`config.mk`:
```
export PLATFORM = sky130hd
export DESIGN_NAME = uart_tx_arbiter
export DESIGN_NICKNAME = d
export VERILOG_FILES = /design/src/rtl/uart_arb_pkg.sv /design/src/rtl/rr_pick.sv /design/src/rtl/uart_tx_arbiter.sv
export SDC_FILE = /design/constraint.sdc
export NUM_CORES = 1
export LEC_CHECK = 0
export ABC_AREA = 1
export CAP_MARGIN = 20
export CORE_AREA = 2 2 83 65
export CTS_CLUSTER_SIZE = 14
export DETAILED_ROUTE_END_ITERATION = 10
export DIE_AREA = 0 0 85 67
export PLACE_DENSITY = 0.63
export SLEW_MARGIN = 20
export SYNTH_ARGS = -nofsm -noshare
export SYNTH_HDL_FRONTEND = slang
export SYNTH_HIERARCHICAL = 1
export SYNTH_SLANG_ARGS = --single-unit
```
`constraint.sdc`:
```
create_clock -name clk -period 2 [get_ports clk]
set_clock_uncertainty 0.05 [all_clocks]
set_input_delay 0.4 -clock clk [delete_from_list [all_inputs] [get_ports clk]]
set_output_delay 0.4 -clock clk [all_outputs]
set_load 0.005 [all_outputs]
```
`src/rtl/uart_arb_pkg.sv`:
```
// Shared types, constants and the round-robin search helper for the UART Tx arbiter.
package uart_arb_pkg;

    // Arbiter sequencing states.
    typedef enum logic [1:0] {
        IDLE,
        ISSUE,
        WAIT_READY
    } arb_state_e;

    // Encoding of the transmitter READY_BUSY line.
    localparam logic TX_READY = 1'b1;
    localparam logic TX_BUSY  = 1'b0;

    // Widest requester vector the helper handles.
    localparam int unsigned MAX_REQ = 8;

    // Index of the first set bit of req[num-1:0], searching upward from start and wrapping
    // modulo num. Returns start when no bit is set; callers qualify with |req.
    function automatic logic [2:0] first_set_from(input logic [MAX_REQ-1:0] req,
                                                  input logic [2:0]         start,
                                                  input int unsigned        num);
        logic [2:0]  pick;
        logic        found;
        int unsigned pos;
        pick  = start;
        found = 1'b0;
        for (int unsigned k = 0; k < MAX_REQ; k++) begin
            pos = (32'(start) + k) % num;
            if (!found && (k < num) && req[pos[2:0]]) begin
                pick  = pos[2:0];
                found = 1'b1;
            end
        end
        return pick;
    endfunction

endpackage

```
`src/rtl/rr_pick.sv`:
```
// Combinational round-robin picker: first requester at or above rr_ptr, wrapping.
module rr_pick
    import uart_arb_pkg::*;
#(
    parameter int unsigned NUM_REQ = 4
) (
    input  logic [NUM_REQ-1:0]         req,
    input  logic [$clog2(NUM_REQ)-1:0] rr_ptr,
    output logic [$clog2(NUM_REQ)-1:0] winner,
    output logic                       valid
);

    localparam int unsigned ID_W = $clog2(NUM_REQ);

    logic [MAX_REQ-1:0] req_ext;
    logic [2:0]         ptr_ext;
    logic [2:0]         pick;

    // Widen to the helper's fixed width, search, and narrow the result back.
    always_comb begin
        req_ext                = '0;
        req_ext[NUM_REQ-1:0]   = req;
        ptr_ext                = 3'(rr_ptr);
        pick                   = first_set_from(req_ext, ptr_ext, NUM_REQ);
        winner                 = ID_W'(pick);
        valid                  = |req;
    end

endmodule

```
`src/rtl/uart_tx_arbiter.sv`:
```
// Round-robin arbiter sharing one UART transmitter among NUM_REQ requesters.
// Latches the winner's word, requests one frame, and tracks it until the transmitter
// returns to ready. A request the transmitter never acknowledges ends in a tx_err pulse.
module uart_tx_arbiter
    import uart_arb_pkg::*;
#(
    parameter int unsigned NUM_REQ     = 4,
    parameter int unsigned WORD_LENGTH = 8,
    parameter int unsigned ACK_TIMEOUT = 16
) (
    input  logic                           clk,
    input  logic                           rst,
    input  logic [NUM_REQ-1:0]             req,
    input  logic [NUM_REQ*WORD_LENGTH-1:0] req_data,
    output logic [NUM_REQ-1:0]             gnt,
    output logic [NUM_REQ-1:0]             tx_done,
    output logic                           tx_err,
    output logic [$clog2(NUM_REQ)-1:0]     active_id,
    output logic                           UART_Tx_RQST,
    output logic [WORD_LENGTH-1:0]         Tx_DATA,
    input  logic                           UART_Tx_READY_BUSY
);

    localparam int unsigned ID_W  = $clog2(NUM_REQ);
    localparam int unsigned CNT_W = (ACK_TIMEOUT > 1) ? $clog2(ACK_TIMEOUT) : 1;

    arb_state_e             state_q, state_d;
    logic [ID_W-1:0]        rr_ptr_q, rr_ptr_d;
    logic [CNT_W-1:0]       cnt_q, cnt_d;
    logic [NUM_REQ-1:0]     gnt_q, gnt_d;
    logic [NUM_REQ-1:0]     done_q, done_d;
    logic                   err_q, err_d;
    logic [ID_W-1:0]        id_q, id_d;
    logic                   rqst_q, rqst_d;
    logic [WORD_LENGTH-1:0] data_q, data_d;

    logic [ID_W-1:0]        pick_winner;
    logic                   pick_valid;
    logic                   tx_ready;
    logic                   start;
    logic                   timeout_hit;
    logic [ID_W-1:0]        ptr_next;

    rr_pick #(
        .NUM_REQ (NUM_REQ)
    ) u_rr_pick (
        .req    (req),
        .rr_ptr (rr_ptr_q),
        .winner (pick_winner),
        .valid  (pick_valid)
    );

    // Shared decode terms used by both the next-state and output logic.
    always_comb begin
        tx_ready    = (UART_Tx_READY_BUSY == TX_READY);
        start       = (state_q == IDLE) && pick_valid && tx_ready;
        timeout_hit = (cnt_q == CNT_W'(ACK_TIMEOUT - 1));
        ptr_next    = (pick_winner == ID_W'(NUM_REQ - 1)) ? '0 : pick_winner + ID_W'(1);
    end

    // State register.
    always_ff @(posedge clk) begin
        if (rst) begin
            state_q <= IDLE;
        end else begin
            state_q <= state_d;
        end
    end

    // Next-state logic; a busy indication beats a coincident timeout.
    always_comb begin
        state_d = state_q;
        unique case (state_q)
            IDLE: begin
                if (start) begin
                    state_d = ISSUE;
                end
            end
            ISSUE: begin
                if (UART_Tx_READY_BUSY == TX_BUSY) begin
                    state_d = WAIT_READY;
                end else if (timeout_hit) begin
                    state_d = IDLE;
                end
            end
            WAIT_READY: begin
                if (tx_ready) begin
                    state_d = IDLE;
                end
            end
            default: state_d = IDLE;
        endcase
    end

    // Next values of the registered outputs and datapath; pulses default to zero.
    always_comb begin
        rr_ptr_d = rr_ptr_q;
        cnt_d    = cnt_q;
        gnt_d    = '0;
        done_d   = '0;
        err_d    = 1'b0;
        id_d     = id_q;
        rqst_d   = rqst_q;
        data_d   = data_q;
        unique case (state_q)
            IDLE: begin
                if (start) begin
                    gnt_d    = NUM_REQ'(1) << pick_winner;
                    data_d   = req_data[32'(pick_winner)*WORD_LENGTH +: WORD_LENGTH];
                    id_d     = pick_winner;
                    rqst_d   = 1'b1;
                    rr_ptr_d = ptr_next;
                    cnt_d    = '0;
                end
            end
            ISSUE: begin
                cnt_d = cnt_q + CNT_W'(1);
                if (UART_Tx_READY_BUSY == TX_BUSY) begin
                    rqst_d = 1'b0;
                end else if (timeout_hit) begin
                    rqst_d = 1'b0;
                    err_d  = 1'b1;
                end
            end
            WAIT_READY: begin
                if (tx_ready) begin
                    done_d = NUM_REQ'(1) << id_q;
                end
            end
            default: begin
                rqst_d = 1'b0;
            end
        endcase
    end

    // Datapath and output registers.
    always_ff @(posedge clk) begin
        if (rst) begin
            rr_ptr_q <= '0;
            cnt_q    <= '0;
            gnt_q    <= '0;
            done_q   <= '0;
            err_q    <= 1'b0;
            id_q     <= '0;
            rqst_q   <= 1'b0;
            data_q   <= '0;
        end else begin
            rr_ptr_q <= rr_ptr_d;
            cnt_q    <= cnt_d;
            gnt_q    <= gnt_d;
            done_q   <= done_d;
            err_q    <= err_d;
            id_q     <= id_d;
            rqst_q   <= rqst_d;
            data_q   <= data_d;
        end
    end

    assign gnt          = gnt_q;
    assign tx_done      = done_q;
    assign tx_err       = err_q;
    assign active_id    = id_q;
    assign UART_Tx_RQST = rqst_q;
    assign Tx_DATA      = data_q;

    // Pulse vectors are never more than one-hot.
    a_gnt_onehot : assert property (@(posedge clk) disable iff (rst) $onehot0(gnt_q));
    a_done_onehot : assert property (@(posedge clk) disable iff (rst) $onehot0(done_q));

    // The held word cannot move while a request is outstanding.
    a_data_stable : assert property (@(posedge clk) disable iff (rst)
        (state_q == ISSUE && $past(state_q) == ISSUE) |-> $stable(data_q));

endmodule
```
==> flow_summary.ini <==
[floorplanning]
die_x_um = 85
start_util_pct = 36.3
dieArea_um2 = 5700
core_um2 = 4820
dieHeight_um = 67
num_rows = 22
io_pins = 59

[yosys]
synthXorXnorAreaFrac_pct = 1.00
synthAdderAreaFrac_pct = 1.43
avgSynthCellArea_um2 = 6.29
netlist_top_cells_area = dfxtp_1 32%, nand2_1 17%, inv_1 9.7%
synth_top_family_by_area = simple AND/OR/NAND/NOR gates
async_flop_share_pct = 0
synth-compound-area-share_pct = 6.87
synth_cell_types = 29
ys_ff_latch = 28
synth_area_um2 = 1750
synth_edf_count = 0
synthFlopType = dfxtp_1
synth-simple-area-share_pct = 43.5
synthMuxAreaShare_pct = 0
synth_commonest_cells = 80 x nand2_1, 45 x inv_1, 28 x dfxtp_1, 28 x nand3_1, 25 x nor2_1
synth_top_area_cell = dfxtp_1
yosysWarnings = 6
yosysMostFrequentCell = nand2_1
synth_cells = 278
synth_top_area_share_pct = 32.1
synth.net_count = 319
ys_seq_area_share_pct = 32.1

[sta]
maxSlewViolCount = 0
rsz0062_at_grt = true
hold_slack_ns = 0.441
final.min_clock_period_ns = 2.02
worst_slew_pin_slew_ns = 0.276
fin_crit_sh_pct = 101
hold_viol = 0
max-slew-margin-rel_pct = 81.5
setup_ws_ns = -0.0200
fmax_ghz = 0.495
setup_violations = 3

[clock_network]
cts_tree = yes
clockRootBuffer = clkbuf_8
cts.sinks = 28
htreeDepth = 1
clock_latency_ns = 0.28
numCtsBuffers = 3
clk_pin_slew_ns = 0.10
hold_buffers = 0
clockBufferDepth = 2

[setup_path]
critPathArrivalTime_ns = 2.16
crit_chain = buf_6, inv_6, buf_6, nand2_4, nand3_2, nand2_4, nand2_2, xor2_1, nand2_2, nand2_4, buf_8, clkbuf_16, nand2_1, nand3_1, nand3_1, nand2_1, inv_1
crit_buf_inv = 6
cpMostUsedCell = nand2_4
setup.worst_path.end_class = register
slowest_delay_ns = 0.34
crit_slowest_cell = dfxtp_2
critical_path_class = register to register
worstSetupStartpointType = register
crit_required_ns = 2.14
crit_family = simple AND/OR/NAND/NOR gates
critical_path.max_fanout = 6

[hold_path]
min_path_type = register to register

[global_routing]
grt_pass1_wl_um = 7370
antenna_found_initial = 0
grt_max_degree = 20
grt_pass1_vias = 1690
grt_overflow = 0
grt_usage_pct = 15.9

[final_layout]
drive_gt1_share_pct = 23.8
n_antenna_cell = 0
design_area_um2 = 2760
final_nets = 395
area_delta_synth_final_pct = 57.9

[route]
via_count = 1865
drc = 0
wl_per_cell_um = 10.9
drtIter0Drc = 51
via_per_inst = 4.52
final_antenna_net_count = 0
drtPass1Iterations = 4
totalWireLength_um = 4500

[outcome]
status = finished, violations left
violations = setup timing

[pwr]
power_mw = 3.27
leakagePower_nw = 1.30
power.density_nw_per_um2 = 1190
max-vdd-ir-drop_mv = 0.600

[run]
drv_cap = 0

[placed_design]
place_congestion = 0.827
place_hpwl_um = 3350
place_area_um2 = 2510
portBuffers = 58
==> sequential cells by signal, indices dropped and copies added, names as in the netlist <==
register      flops
tx_done           4
UART_Tx_RQST      1
gnt               4
cnt_q             4
tx_err            1
Tx_DATA           8
rr_ptr_q          2
active_id         2
state_q           2
==> final cells by class <==
cell class | count | area (um2)
Fill cell | 474 | 2060
Multi-Input combinational cell | 190 | 1030
Timing Repair Buffer | 81 | 818
Sequential cell | 28 | 563
Inverter | 50 | 201
Tap cell | 60 | 75.1
Clock buffer | 3 | 41.3
Clock inverter | 1 | 30.0
==> placed cells by master (no fill, tap or decap), drive strengths merged <==
cell type,n
nor2,27
or2,8
clkbuf,4
bufinv,1
clkdlybuf4s50,54
inv,49
ha,2
dlygate4sd2,4
a21oi,15
nand3,31
clkinv,1
xor2,2
buf,22
nor4,2
dfxtp,28
nand4,3
nor3,5
o21ai,6
nand2,89
==> repair_timing <==
item	4_1_cts	5_1_grt
pin swaps	10	13
setup buffers	3	2
endpoints found under the setup margin	10	16
cloned	0	1
gates resized for setup	17	31
==> metrics by stage <==
step                setup slack (ns)  setup TNS, ns  instances  utilization (%)
floorplan                      0.172              0        278                -
global placement              -0.393          -4.80        404             52.1
detailed placement            -0.432          -5.36        404             52.1
CTS                          -0.0205         -0.123        410             54.1
global route                  -0.155          -1.11        413             57.3
finish                       -0.0200        -0.0249        413             57.3
==> cell families after synthesis <==
group | count (synthesis)
and+or+nand+nor | 165
buffers and inverters | 60
DFF | 28
AOI/OAI and AO/OA | 21
xor gates and xnor gates | 2
adders and majority gates | 2
==> path summary, 6_finish.rpt <==
path | start | to | slack [ns] | cells past startpoint
worst min register to register | active_id[0] | tx_done[0] | 0.44 | 1
worst max register to register | rr_ptr_q[0] | Tx_DATA[5] | -0.02 | 17
worst max-delay path | rr_ptr_q[0] | Tx_DATA[5] | -0.02 | 17
worst min-delay path | active_id[0] | tx_done[0] | 0.44 | 1
==> layer usage <==
metal	share of wire (%)	GRT usage [%]	vias to the layer above
met5	0	0	-
met1	47	19.4	822
li1	-	-	996
met4	0.80	3.57	0
met2	48	28.8	43
met3	4.0	3.47	4
==> power breakdown <==
group / switching [mW] / internal (mW)
Clock: 0.187 / 0.268
Sequential: 0.0471 / 0.635
Combinational: 1.08 / 1.06
Total: 1.31 / 1.96
No activity file was read; power rests on OpenSTA's default activity.
==> edit: new RTL, same settings <==
Change the parameter `ACK_TIMEOUT` from 16 to 32.
--- a/src/rtl/uart_tx_arbiter.sv
+++ b/src/rtl/uart_tx_arbiter.sv
@@ -6,7 +6,7 @@
 #(
     parameter int unsigned NUM_REQ     = 4,
     parameter int unsigned WORD_LENGTH = 8,
-    parameter int unsigned ACK_TIMEOUT = 16
+    parameter int unsigned ACK_TIMEOUT = 32
 ) (
     input  logic                           clk,
     input  logic                           rst,
Behaviour: same outputs for any inputs over 10 cycles, from zero or initial values and one cycle with rst high; that may be too few to reach the edited logic, so the function may still have changed.
==> edit against the original RTL <==
  * Wire length is 4.6% higher
  * Synthesized area increased by 5.0%
  * Design area fell by 0.73%
  * Total power is 6.1% lower
  * Setup slack better by 0.044 ns
  * Non-clock buffer count is 4 lower
  * Sequential cell count up 1
  * Die area unchanged
  * Highest routed layer unchanged
==> edit: results (changes against the original RTL) <==
Timing
  • Slew Limit Headroom: 0.8405 (was 0.8146)

Detailed routing
  • Via count: 1,913 (was 1,865)
  • Drt initial violations: 76 (was 51)
  • Detailed Route WL: 4711 µm (was 4504 µm)

Clock network
  • CTS Buf Count: 5 (was 3)
  • H-Tree Depth: 2 (was 1)
  • CTS clock-pin slew for the worst setup and hold paths: 0.06 ns (was 0.10 ns)

Power
  • Static leakage: 1.289 nW (was 1.297 nW)
  • Switching Share: 0.4146 (was 0.4007)
  • Worst vdd ir: 0.0007023 V (was 0.0006003 V)

Synth
  • Sequential element share of the synthesized area: 0.3163 (was 0.3207)
  • Syn Nets: 323 (was 319)
  • Synth async-reset ratio: 0 (unchanged)
  • Distinct cells, synth: 33 (was 29)
  • Commonest cells post-synth: 80 x nand2_1, 44 x inv_1, 29 x dfxtp_1 (was 80 x nand2_1, 45 x inv_1, 28 x dfxtp_1, 28 x nand3_1, 25 x nor2_1)

Min path
  • Hold path depth: 2 (was 1)

Setup path
  • Critical Path AT: 2.10 ns (was 2.16 ns)
  • CP Max Fanout: 13 (was 6)
  • R2R depth: 16 (was 17)

Global routing
  • Total GRT Usage: 0.1635 (was 0.1594)
  • Largest net degree at the start of global routing: 15 (was 20)
  • First-pass GRT wire length: 7334 µm (was 7369 µm)

Placement
  • HPWL Detailed: 3570 µm (was 3352 µm)
  • Routability cong.: 0.8424 (was 0.8269)

Status
  • Status: completed (was finished, violations left)

Cells and area
  • Share of cells above drive strength 1: 0.2101 (was 0.2380)
  • Layout net count: 398 (was 395)
## edit: worst max-delay path: stages (launching register included)
cell and delay, ns:
dfxtp_4 0.36, buf_12 0.14, clkinv_8 0.05, nand2_1 0.05, nand2_1 0.09, nand2_1 0.06, nand2_1 0.08, nand2_1 0.07
xor2_1 0.15, nand2_1 0.08, nand2_2 0.13, inv_6 0.07, or2_2 0.27, nand2_1 0.07, nand3_2 0.05, nand2_1 0.06
inv_1 0.03
## edit: worst paths after layout
check	from	end	slack (ns)
hold reg to reg	cnt_q[4]	cnt_q[4]	0.44
hold / removal	cnt_q[4]	cnt_q[4]	0.44
setup / recovery	rr_ptr_q[0]	Tx_DATA[7]	0.02
setup reg to reg	rr_ptr_q[0]	Tx_DATA[7]	0.02
## edit: through the flow
stage | hold slack [ns] | total power, mW | setup WS (ns) | std cells | area, µm²
after global placement | 0.4218 | 2.430 | -0.4335 | 406 | 2562
after global routing | 0.4718 | 3.338 | -0.1391 | 417 | 2740
after detailed placement | 0.4263 | 2.454 | -0.4622 | 406 | 2562
after CTS | 0.4347 | 2.992 | 0.008241 | 417 | 2676
final | 0.4371 | 3.074 | 0.02363 | 417 | 2740
after floorplan | 0.4094 | 1.806 | 0.1623 | 281 | 1836
## edit: cell families (layout without fill, tap and decap cells)
kind of cell,after synthesis,after routing,synth area share
AND/OR/NAND/NOR,166,166,0.4328
flip-flops,29,29,0.3163
XOR/XNOR,1,1,0.004773
adder cells (fa/ha/maj),3,3,0.02045
buffers and inverters,59,135,0.1554
AO/OA/AOI/OAI,23,23,0.07021
## edit: repair_timing
action / 4_1_cts / 5_1_grt
pin swaps: 1 / 11
setup buffers: 2 / 0
hold endpoints to repair: 0 / 0
gates resized for setup: 11 / 17
endpoints found under the setup margin: 10 / 10
cloned: 1 / 1
## edit: metal layers
| metal | share of wire | track usage | up-vias | wire, µm |
|---|---|---|---|---|
| met2 | 0.44 | 0.2520 | 48 | 2068 |
| met4 | 0.014 | 0.06548 | 0 | 68 |
| met3 | 0.045 | 0.03594 | 6 | 213 |
| met1 | 0.50 | 0.2216 | 839 | 2361 |
| li1 | - | - | 1020 | - |
| met5 | 0 | 0 | - | 0 |
## edit: power groups by stage
| stage | clock [mW] | sequential, mW | combinational, mW |
|---|---|---|---|
| finish | 0.461 | 0.709 | 1.90 |
| global route | 0.499 | 0.717 | 2.12 |
| CTS | 0.480 | 0.703 | 1.81 |
| detailed placement | 0 | 0.714 | 1.74 |
| global placement | 0 | 0.711 | 1.72 |
| floorplan | 0 | 0.714 | 1.09 |
## edit: cell type report
class,count,area (µm²)
fill,476,2077
multi-input combinational,193,1020
timing repair buffer,77,768.2
sequential,29,584.3
inverter,49,203.9
tap,60,75.07
clock buffer,6,72.57
clock inverter,2,10.01
timing repair inverter,1,6.256
